[src/rtl/dsp_job_scheduler.sv]
// Job sequencer for the ping-pong input buffer: queues full blocks, runs FIR or FFT(/IFFT),
// then DMA-out, with a per-stage watchdog and overrun accounting.
module dsp_job_scheduler #(
    parameter int TIMEOUT_CYCLES = 1024,
    parameter int CNT_WIDTH      = 11
) (
    input  logic       clk,
    input  logic       reset,
    input  logic       ready_for_processing,
    input  logic       buffer_select,
    output logic       ready_ack,
    input  logic [4:0] config_mode,
    output logic       start_fir,
    output logic       start_fft,
    output logic       start_ifft,
    output logic       start_dma_out,
    input  logic       fir_done,
    input  logic       fft_done,
    input  logic       ifft_done,
    input  logic       dma_done,
    output logic       active_buffer,
    output logic       processing_active,
    output logic       job_done,
    output logic       timeout_err,
    output logic [7:0] overrun_count,
    input  logic       clear_err,
    output logic [2:0] state_dbg
);

    typedef enum logic [2:0] {
        IDLE       = 3'd0,
        LAUNCH     = 3'd1,
        WAIT_FIR   = 3'd2,
        WAIT_FFT   = 3'd3,
        WAIT_IFFT  = 3'd4,
        DMA_LAUNCH = 3'd5,
        WAIT_DMA   = 3'd6
    } state_t;

    state_t state, state_next;

    logic                 rfp_q, armed;
    logic                 fir_q, fft_q, ifft_q, dma_q;
    logic                 fir_rise, fft_rise, ifft_rise, dma_rise;
    logic                 rfp_rise, req, pop, can_push, push, overrun_inc;
    logic [1:0]           count;
    logic                 wr_ptr, rd_ptr;
    logic [1:0]           q_mem;
    logic [1:0]           mode_q;
    logic                 is_fft;
    logic [CNT_WIDTH-1:0] wd_cnt;
    logic                 in_wait, done_hit, timeout_hit;
    logic                 start_fir_d, start_fft_d, start_ifft_d, start_dma_d, job_done_d;
    logic                 unused_mode_bits;

    assign unused_mode_bits = ^config_mode[4:2];

    assign rfp_rise    = ready_for_processing & ~rfp_q;
    assign req         = ready_for_processing & (rfp_rise | armed);
    assign pop         = (state == IDLE) && (count != 2'd0);
    assign can_push    = (count < 2'd2) || pop;
    assign push        = req & can_push;
    assign overrun_inc = rfp_rise & ~can_push;

    assign fir_rise  = fir_done  & ~fir_q;
    assign fft_rise  = fft_done  & ~fft_q;
    assign ifft_rise = ifft_done & ~ifft_q;
    assign dma_rise  = dma_done  & ~dma_q;

    // Edge registers reset high so an input already high across reset release is not seen as new.
    always_ff @(posedge clk or negedge reset) begin
        if (!reset) begin
            rfp_q  <= 1'b1;
            fir_q  <= 1'b1;
            fft_q  <= 1'b1;
            ifft_q <= 1'b1;
            dma_q  <= 1'b1;
            armed  <= 1'b0;
        end else begin
            rfp_q  <= ready_for_processing;
            fir_q  <= fir_done;
            fft_q  <= fft_done;
            ifft_q <= ifft_done;
            dma_q  <= dma_done;
            armed  <= req & ~push;
        end
    end

    always_ff @(posedge clk or negedge reset) begin
        if (!reset) begin
            q_mem  <= 2'b00;
            wr_ptr <= 1'b0;
            rd_ptr <= 1'b0;
            count  <= 2'd0;
        end else begin
            if (push) begin
                q_mem[wr_ptr] <= buffer_select;
                wr_ptr        <= ~wr_ptr;
            end
            if (pop) rd_ptr <= ~rd_ptr;
            case ({push, pop})
                2'b10:   count <= count + 2'd1;
                2'b01:   count <= count - 2'd1;
                default: count <= count;
            endcase
        end
    end

    assign is_fft  = mode_q[1] ^ mode_q[0];
    assign in_wait = (state == WAIT_FIR) || (state == WAIT_FFT) ||
                     (state == WAIT_IFFT) || (state == WAIT_DMA);

    always_comb begin
        done_hit = 1'b0;
        case (state)
            WAIT_FIR:  done_hit = fir_rise;
            WAIT_FFT:  done_hit = fft_rise;
            WAIT_IFFT: done_hit = ifft_rise;
            WAIT_DMA:  done_hit = dma_rise;
            default:   done_hit = 1'b0;
        endcase
    end

    assign timeout_hit = in_wait && !done_hit && (wd_cnt == CNT_WIDTH'(TIMEOUT_CYCLES - 1));

    always_ff @(posedge clk or negedge reset) begin
        if (!reset) state <= IDLE;
        else        state <= state_next;
    end

    always_comb begin
        state_next = state;
        case (state)
            IDLE:       if (pop) state_next = LAUNCH;
            LAUNCH:     state_next = is_fft ? WAIT_FFT : WAIT_FIR;
            WAIT_FIR:   if (fir_rise) state_next = DMA_LAUNCH;
                        else if (timeout_hit) state_next = IDLE;
            WAIT_FFT:   if (fft_rise) state_next = (mode_q == 2'b01) ? WAIT_IFFT : DMA_LAUNCH;
                        else if (timeout_hit) state_next = IDLE;
            WAIT_IFFT:  if (ifft_rise) state_next = DMA_LAUNCH;
                        else if (timeout_hit) state_next = IDLE;
            DMA_LAUNCH: state_next = WAIT_DMA;
            WAIT_DMA:   if (dma_rise || timeout_hit) state_next = IDLE;
            default:    state_next = IDLE;
        endcase
    end

    always_comb begin
        start_fir_d  = (state == LAUNCH) && !is_fft;
        start_fft_d  = (state == LAUNCH) && is_fft;
        start_ifft_d = (state == WAIT_FFT) && fft_rise && (mode_q == 2'b01);
        start_dma_d  = (state == DMA_LAUNCH);
        job_done_d   = (state == WAIT_DMA) && dma_rise;
    end

    // Watchdog restarts on every state change so each WAIT state gets its own budget.
    always_ff @(posedge clk or negedge reset) begin
        if (!reset)                             wd_cnt <= '0;
        else if (in_wait && state_next == state) wd_cnt <= wd_cnt + 1'b1;
        else                                    wd_cnt <= '0;
    end

    always_ff @(posedge clk or negedge reset) begin
        if (!reset) begin
            active_buffer <= 1'b0;
            mode_q        <= 2'b00;
        end else if (pop) begin
            active_buffer <= q_mem[rd_ptr];
            mode_q        <= config_mode[1:0];
        end
    end

    always_ff @(posedge clk or negedge reset) begin
        if (!reset) begin
            start_fir     <= 1'b0;
            start_fft     <= 1'b0;
            start_ifft    <= 1'b0;
            start_dma_out <= 1'b0;
            job_done      <= 1'b0;
            ready_ack     <= 1'b0;
            timeout_err   <= 1'b0;
            overrun_count <= 8'd0;
        end else begin
            start_fir     <= start_fir_d;
            start_fft     <= start_fft_d;
            start_ifft    <= start_ifft_d;
            start_dma_out <= start_dma_d;
            job_done      <= job_done_d;
            ready_ack     <= push;
            if (timeout_hit)    timeout_err <= 1'b1;
            else if (clear_err) timeout_err <= 1'b0;
            if (clear_err)                              overrun_count <= 8'd0;
            else if (overrun_inc && overrun_count != 8'hFF) overrun_count <= overrun_count + 8'd1;
        end
    end

    assign processing_active = (state != IDLE);
    assign state_dbg         = state;

endmodule

[config.mk]
export PLATFORM = sky130hd
export DESIGN_NAME = dsp_job_scheduler
export DESIGN_NICKNAME = d
export VERILOG_FILES = /design/src/rtl/dsp_job_scheduler.sv
export SDC_FILE = /design/constraint.sdc
export NUM_CORES = 1
export LEC_CHECK = 0
export ABC_AREA = 1
export CAP_MARGIN = 15
export CORE_MARGIN = 2
export CORE_UTILIZATION = 53
export DETAILED_ROUTE_END_ITERATION = 10
export PLACE_DENSITY = 0.8
export SKIP_CTS_REPAIR_TIMING = 1
export SLEW_MARGIN = 5
export SYNTH_ARGS = -nofsm -noshare
export SYNTH_HDL_FRONTEND = slang
export SYNTH_SLANG_ARGS = --single-unit
[constraint.sdc]
create_clock -name clk -period 2.45 [get_ports clk]
set_input_delay 0.3675 -clock clk [delete_from_list [all_inputs] [get_ports clk]]
set_output_delay 0.3675 -clock clk [all_outputs]
set_load 0.05 [all_outputs]
## Word-level counts from Yosys, hierarchy flattened

Cells that the tools add are included.

| storage, ports and cells | value |
|---|---|
| bits in latches | 0 |
| input port bits | 14 |
| memories | 0 |
| memory bits (read-only) | 0 |
| bits in registers | 44 |
| logic and storage cells | 107 |
| memory bits (writable) | 0 |

| operators by class | value |
|---|---|
| bitwise operators | 20 |
| $lt $le $gt $ge | 4 |
| divide/modulo/power cells | 0 |
| multipliers | 0 |
| equal/unequal tests | 12 |
| reduce and logical (&&, ||, !) cells | 24 |
| mux-type cells | 21 |
| add/sub/neg operators | 4 |
| shift-type cells | 0 |

Operators with widths:

| kind | number |
|---|---|
| $pmux 3 s7 | 1 |
| $mux 3 | 6 |
| $mux 8 | 2 |
| $add 11x1->11 const B | 1 |
| $eq 11x10->1 const B | 1 |
| $logic_and 1x1->1 | 11 |
| $mux 11 | 1 |
| $and 1x1->1 | 9 |
| $eq 3x3->1 const B | 3 |
| $not 1->1 | 9 |
| $add 8x1->8 const B | 1 |
| $ne 8x8->1 const B | 1 |
| $reduce_bool 2->1 | 4 |
| $mux 1 | 7 |
| $eq 3x2->1 const B | 2 |
| $logic_or 1x1->1 | 5 |
| $eq 2x1->1 const B | 2 |
| $lt 1x2->1 const B | 2 |
| $pmux 1 s4 | 1 |
| $pmux 2 s2 | 1 |
| $eq 3x1->1 const B | 1 |
| $eq 3x3->1 | 1 |
| $logic_not 3->1 | 1 |
| $reduce_bool 3->1 | 1 |
| 10 further kinds | 11 |

## Logic depth before layout (Yosys ltp)

Gate-level depths: netlist of run 1.

| logic depth | value |
|---|---|
| word-level depth | 12 |
| mapped depth | 14 |

## Least setup slack after synthesis of run 1

Ideal clock, no wire load.

| timing path | value |
|---|---|
| kind | register -> register |
| start | reg state[1] (netlist: state_dbg[1]) |
| end | reg count[1] |
| setup slack | 0.213 ns |
| cell stages (with the launch flop) | 11 |
| clock period less this slack | 2.237 ns |
| required time | 2.326 ns |
| arrival | 2.112 ns |
| buffers on the path | 0 |
| cells stage by stage | dfrtp_1 > nor2_1 > nand2_2 > nand2_1 > inv_2 > nor2_1 > inv_1 > ha_1 > a21oi_1 > o21ai_0 > xnor2_1 |

| on the way | value |
|---|---|
| word-level cells in the longest chain between the ends | 6 |
| elaborated cells on any way between the ends | 8 |
| classes of those cells | eq/ne: 2; mux: 1; bitwise: 1; reduce/logical: 4 |

Ends and longest elaborated chain:

| item | RTL line | source |
|---|---|---|
| start: declaration | 40 | `state_t state, state_next;` |
| start signal: assignment | 128 | `else state <= state_next;` |
| $logic_not 3->1 (*) | 60 | `assign pop = (state == IDLE) && (count != 2'd0);` |
| $logic_and 1x1->1 (*) | 60 |  |
| $logic_or 1x1->1 (*) | 61 | `assign can_push = (count < 2'd2) \|\| pop;` |
| $and 1x1->1 (*) | 62 | `assign push = req & can_push;` |
| via push | 45 | `logic rfp_rise, req, pop, can_push, push, overrun_inc;` |
| $eq 2x1->1 / $eq 2x2->1 (equally long branches) | 101 | `case ({push, pop})` |
| $pmux 2 s2 / $reduce_bool 2->1 (equally long branches) | -- |  |
| end signal: assignment | 102 | `2'b10: count <= count + 2'd1;` |
| end signal: assignment | 103 | `2'b01: count <= count - 2'd1;` |
| end signal: assignment | 104 | `default: count <= count;` |
| end: declaration | 46 | `logic [1:0] count;` |

Mark *: on every way through the listed nets, which the timed path passes. The rest lies on a longest branch.
A chain may end at the register's enable or synchronous reset.

## Final worst setup path of run 1

| timing path | value |
|---|---|
| start | reg state[2] (netlist: state_dbg[2]) |
| end | out processing_active |

| on the way | value |
|---|---|
| word-level cells in the longest chain between the ends | 1 |

Ends and longest elaborated chain:

| item | RTL line | source |
|---|---|---|
| $reduce_bool 3->1 | 197 | `assign processing_active = (state != IDLE);` |
| end: declaration | 22 | `output logic processing_active,` |

Every way passes these cells.

==> results of run 1 <==
-- sequential cells by signal, indices dropped and copies added, names as in the netlist, 2 cells and up --
name and cells:
mode_q 2, q_mem 2, count 2, state_dbg 3
wd_cnt 11, overrun_count 8
-- final cells by class --
class                      count  area (µm²)
clock buffer                   6       72.57
multi-input combinational    153       824.5
fill                         323        1174
clock inverter                 2       35.03
timing repair buffer          33       320.3
sequential                    44        1107
inverter                      40       150.1
tap                           48       60.06
-- how the worst max path moves through the flow --
stage	startpoint	slack [ns]	cells after the start	to
CTS	state_dbg[2]	0.10	3	processing_active
floorplan	state_dbg[1]	0.21	10	count[1]
detailed placement	fir_done	0.21	13	wd_cnt[10]
global placement	fir_done	0.25	14	wd_cnt[10]
global route	state_dbg[2]	0.005	3	processing_active
finish	state_dbg[2]	0.1	3	processing_active
-- metal layers --
metal  GRT usage  up-vias  wire length, µm
met1      0.2279      710             1635
met2      0.3275       35             1752
met5           0        -                0
met3     0.04223        7              175
li1            -      814                -
met4     0.09949        0               69
-- cells by family (layout without fill, tap and decap cells) --
| group | after synthesis | in the layout | share of synthesized area |
|---|---|---|---|
| adder cells (fa/ha/maj) | 4 | 4 | 0.02382 |
| AO/OA/AOI/OAI | 27 | 27 | 0.07028 |
| buffers and inverters | 42 | 81 | 0.08040 |
| flip-flops | 44 | 44 | 0.5271 |
| XOR/XNOR | 10 | 10 | 0.04169 |
| AND/OR/NAND/NOR | 111 | 111 | 0.2513 |
| multiplexers | 1 | 1 | 0.005360 |
-- cell usage after synthesis, types with 2 or more instances --
cell type	instances
nor2_1	25
inv_2	4
o21ai_0	11
nor3_1	4
inv_1	36
nand2_1	41
dfrtp_1	39
o21ai_1	4
dfstp_2	5
nor2_2	15
xnor2_1	5
nor2_4	2
nand4_1	2
ha_1	4
a21oi_1	8
xor2_1	5
nand3_2	2
nand2_2	6
nand3_1	12
-- power breakdown --
part	switching [mW]	internal (mW)	total (mW)	leakage (nW)
sequential	0.123	0.878	1.00	0.571
clock	0.232	0.302	0.534	0.0552
combinational	0.772	0.391	1.16	0.560
total	1.13	1.57	2.70	1.19
-- per-stage QoR --
step / utilization / instances / worst slack [ns] / total power, mW
2_1_floorplan: - / 239 / 0.2135 / 1.873
3_3_place_gp: 0.6551 / 317 / 0.2546 / 2.136
3_5_place_dp: 0.6551 / 317 / 0.2145 / 2.170
4_1_cts: 0.6838 / 325 / 0.1012 / 2.716
5_1_grt: 0.6865 / 326 / 0.005114 / 2.882
6_report: 0.6865 / 326 / 0.09637 / 2.698
-- worst reg2reg max path: cells and delay by family, from the launching register on --
kind	cells	cell delay, ns
DFF	1	0.39
adders and majority gates	1	0.22
and+or+nand+nor	9	1.17
AOI/OAI and AO/OA	1	0.20
buffers and inverters	1	0.04
==> flow_summary.json, run 1 <==
{
  "start_util": 0.5612,
  "antenna_found_initial": 0,
  "synth_top_area_frac": 0.4646,
  "synthCells": 239,
  "post-route-period-util": 0.9607,
  "yosysWarnings": 0,
  "cp.required_ns": 2.08,
  "grt-ovfl-total": 0,
  "core.rowCount": 22,
  "synth.area.top_cells": "dfrtp_1 46%, nand2_1 7.3%, inv_1 6.4%",
  "fin_setup_tns_ns": 0,
  "cp.arrival_ns": 1.99,
  "worstReg2RegEnd": "wd_cnt[10]",
  "yosysTopAreaCell": "dfrtp_1",
  "routabilityCongestion": 0.8642,
  "reg2reg_slack_ns": 0.30,
  "peakVddDrop_mv": 0.7115,
  "cp_max_fo": 12,
  "hold_path.class": "flop to flop",
  "finClkSkew_ns": 0.006280,
  "syn_to_final_growth_pct": 22.33,
  "hold_path_end": "wd_cnt[0]",
  "final_common_cell": "nand2_1",
  "dieArea_mm2": 0.004483,
  "grt_usage": 0.1928,
  "seq_area_frac_synth": 0.5271,
  "criticalPathCategory": "flop to output port",
  "p_leak_nw": 1.186,
  "via_count": 1566,
  "hp-start": "wd_cnt[0]",
  "final-max-slew-violation-count": 0,
  "layout_common_cells": "41 x nand2_1, 39 x dfrtp_1, 36 x inv_1",
  "start_kind": "flop",
  "powerDensity_mw_per_mm2": 1050,
  "die_w_um": 66.96,
  "synth_nets": 257,
  "relSlewSlack": 0.6620,
  "grt_first_pass_wirelength_um": 6306,
  "clock_latency_ns": 0.30,
  "drtIter0Drc": 72,
  "post-route-cell-area_mm2": 0.002570,
  "synth_edf_count": 0,
  "port_buffers": 30,
  "crit_chain": "inv_1 -> nand2_2 -> clkdlybuf4s50_1",
  "cts_buffers": 5,
  "die_y_um": 66.96,
  "grt_max_degree": 19,
  "cts_root_buf": "clkbuf_8",
  "fmax_mhz": 424.9,
  "syn_area_mm2": 0.002101,
  "worstMarginPinSlew_ns": 0.5054,
  "io-pin-count": 34,
  "critical_path_buf_inv_count": 2,
  "ys_types": 28,
  "cts_tree": "done",
  "postRouteWirelength_um": 3632,
  "ant_nets": 0,
  "ys.flop_type": "dfrtp_1",
  "wl_per_cell_um": 11.14,
  "cp_slowest_cell": "clkdlybuf4s50_1",
  "viasPerCell": 4.804,
  "crit_path_end_kind": "output port",
  "drt_first_pass_iters": 4,
  "worstRegToRegCells": 12,
  "syn_avg_cell_area_um2": 8.790,
  "num-nets-final": 295,
  "placed_area_mm2": 0.002452,
  "hold_violations": 0,
  "drv_cap": 0,
  "post-route-drc-count": 0,
  "fp.coreArea_mm2": 0.003744,
  "drive_gt1_frac": 0.1727,
  "htreeDepth": 2,
  "clk_path_buf_depth": 2,
  "hpwl_um": 2712,
  "cts_sinks": 44,
  "synth-seq-cells": 44,
  "async_reset_ff_frac": 1.000,
  "holdPathStages": 1,
  "grt_pass1_vias": 1516,
  "outcome": "complete, no violations",
  "r2r-start": "wd_cnt[0]",
  "cp_top_family": "buffers and inverters",
  "antenna_cells": 0,
  "grt_setup_unrepaired": "false",
  "fin_crit_ns": 2.354,
  "setup_viol_count_final": 0,
  "hold_slack_ns": 0.4750,
  "max_stage_delay_ns": 0.82,
  "cts.clk_slew.worst_paths_ns": 0.08
}
(Power assumes the default switching activity.)
==> inputs of run 2 (changes only) <==
Settings changed: CORE_ASPECT_RATIO from default to 2.
==> run 2 against run 1 <==
Against the previous run:
- setup slack improved by 0.17 ns
- register-to-register slack about the same
- global-route usage is 0.40 points lower
- count of clock-buffer cells in the layout increased by 1
- design area fell by 0.97%
- highest routed layer unchanged
- maximum frequency up 7.8%
==> flow_summary.json, run 2 (same netlist as run 1, synthesis figures left out) <==
{
  "outcome": "complete, no violations",
  "antenna_cells": 0,
  "clock_latency_ns": 0.30,
  "max_stage_delay_ns": 0.89,
  "fin_crit_ns": 2.184,
  "start_util": 0.5465,
  "criticalPathCategory": "flop to output port",
  "drv_cap": 0,
  "ant_nets": 0,
  "htreeDepth": 2,
  "finClkSkew_ns": 0.01065,
  "combPwrFrac": 0.441,
  "p_switching_mw": 1.147,
  "swShare": 0.4343,
  "top_register": "wd_cnt",
  "cts_buffers": 5,
  "grt_max_degree": 45,
  "p_clk_frac": 0.178,
  "hold_path.class": "input port to async pin",
  "via_count": 1617,
  "port_buffers": 30,
  "syn_to_final_growth_pct": 21.14,
  "hold_violations": 0,
  "hpwl_um": 2814,
  "grt_pass1_vias": 1600,
  "grt_first_pass_wirelength_um": 6561,
  "grt_setup_unrepaired": "false",
  "relSlewSlack": 0.3903,
  "drive_gt1_frac": 0.1703,
  "cp_slowest_cell": "clkdlybuf4s50_1",
  "cts_tree": "done",
  "cts.clk_slew.worst_paths_ns": 0.09,
  "worstRegToRegCells": 10,
  "cp_top_family": "buffers and inverters",
  "internal_power_mw": 1.494,
  "clk_path_buf_depth": 2,
  "num-nets-final": 293,
  "routabilityCongestion": 0.8740,
  "postRouteWirelength_um": 3763,
  "die_w_um": 48.52,
  "crit_chain": "clkdlybuf4s50_1",
  "post-route-util": 0.6621,
  "worstReg2RegEnd": "count[1]",
  "reg2reg_slack_ns": 0.30,
  "post-route-drc-count": 0,
  "grt-ovfl-total": 0,
  "drt_first_pass_iters": 5,
  "post-route-period-util": 0.8913,
  "core.rowCount": 32,
  "drtIter0Drc": 35,
  "final-max-slew-violation-count": 0,
  "r2r-start": "state_dbg[1]",
  "powerDensity_mw_per_mm2": 1038,
  "peakVddDrop_mv": 0.8119,
  "largest_reg_flops": 11,
  "viasPerCell": 4.945,
  "fin_setup_tns_ns": 0,
  "cp.required_ns": 2.08,
  "wl_per_cell_um": 11.51,
  "dieArea_mm2": 0.004514,
  "setup_viol_count_final": 0,
  "cts_sinks": 44,
  "cp.arrival_ns": 1.82,
  "antenna_found_initial": 0,
  "critical_path_buf_inv_count": 1,
  "crit_path_end_kind": "output port",
  "seq_power_share": 0.380,
  "fp.coreArea_mm2": 0.003844,
  "io-pin-count": 34,
  "cts_root_buf": "clkbuf_8",
  "p_leak_nw": 1.171,
  "worstMarginPinSlew_ns": 0.9146,
  "power_mw": 2.642,
  "grt_usage": 0.1887,
  "layout_common_cells": "41 x nand2_1, 39 x dfrtp_1, 36 x inv_1",
  "start_kind": "flop",
  "final_common_cell": "nand2_1",
  "cp_max_fo": 12,
  "die_y_um": 93.04,
  "fmax_mhz": 457.9
}
-- run 2: worst max-delay path by stage --
stage	from	endpoint	slack, ns	cells after the start
2_1_floorplan	state_dbg[1]	count[1]	0.21	10
4_1_cts	state_dbg[2]	processing_active	0.09	3
6_report	state_dbg[2]	state_dbg[2]	0.27	1
5_1_grt	state_dbg[1]	count[1]	0.08	10
3_3_place_gp	fir_done	wd_cnt[10]	0.24	13
3_5_place_dp	fir_done	wd_cnt[10]	0.21	13
-- run 2: power groups by stage --
stage	Sequential [mW]	Clock [mW]	Combinational, mW
final	1.00	0.471	1.17
after global routing	1.02	0.503	1.28
after CTS	1.00	0.477	1.17
after global placement	1.01	0	1.14
after detailed placement	1.02	0	1.17
after floorplan	1.20	0	0.669
-- run 2: cell type report --
class                   count  area, µm²
clock inverters             1      7.507
fillers                   352       1299
inverters                  40      150.1
well taps                  51      63.81
multi-input cells         153      824.5
repair buffers             31      305.3
clock buffers               7      86.33
flip-flops and latches     44       1107
-- run 2: stage by stage --
stage,area [µm²],setup WS [ns],hold slack (ns),std cells
floorplan,2101,0.2135,0.07191,239
global placement,2449,0.2422,0.4586,319
detailed placement,2449,0.2086,0.4693,319
CTS,2542,0.08866,0.2391,327
global route,2545,0.07803,0.3032,327
finish,2545,0.2663,0.2039,327
-- run 2: per-layer routing --
layer  track usage  wire length [µm]  up-vias
met2        0.3588              2147       36
li1              -                 -      813
met3       0.02396               105       11
met5             0                 0        -
met1        0.1933              1411      757
met4        0.1095                99        0
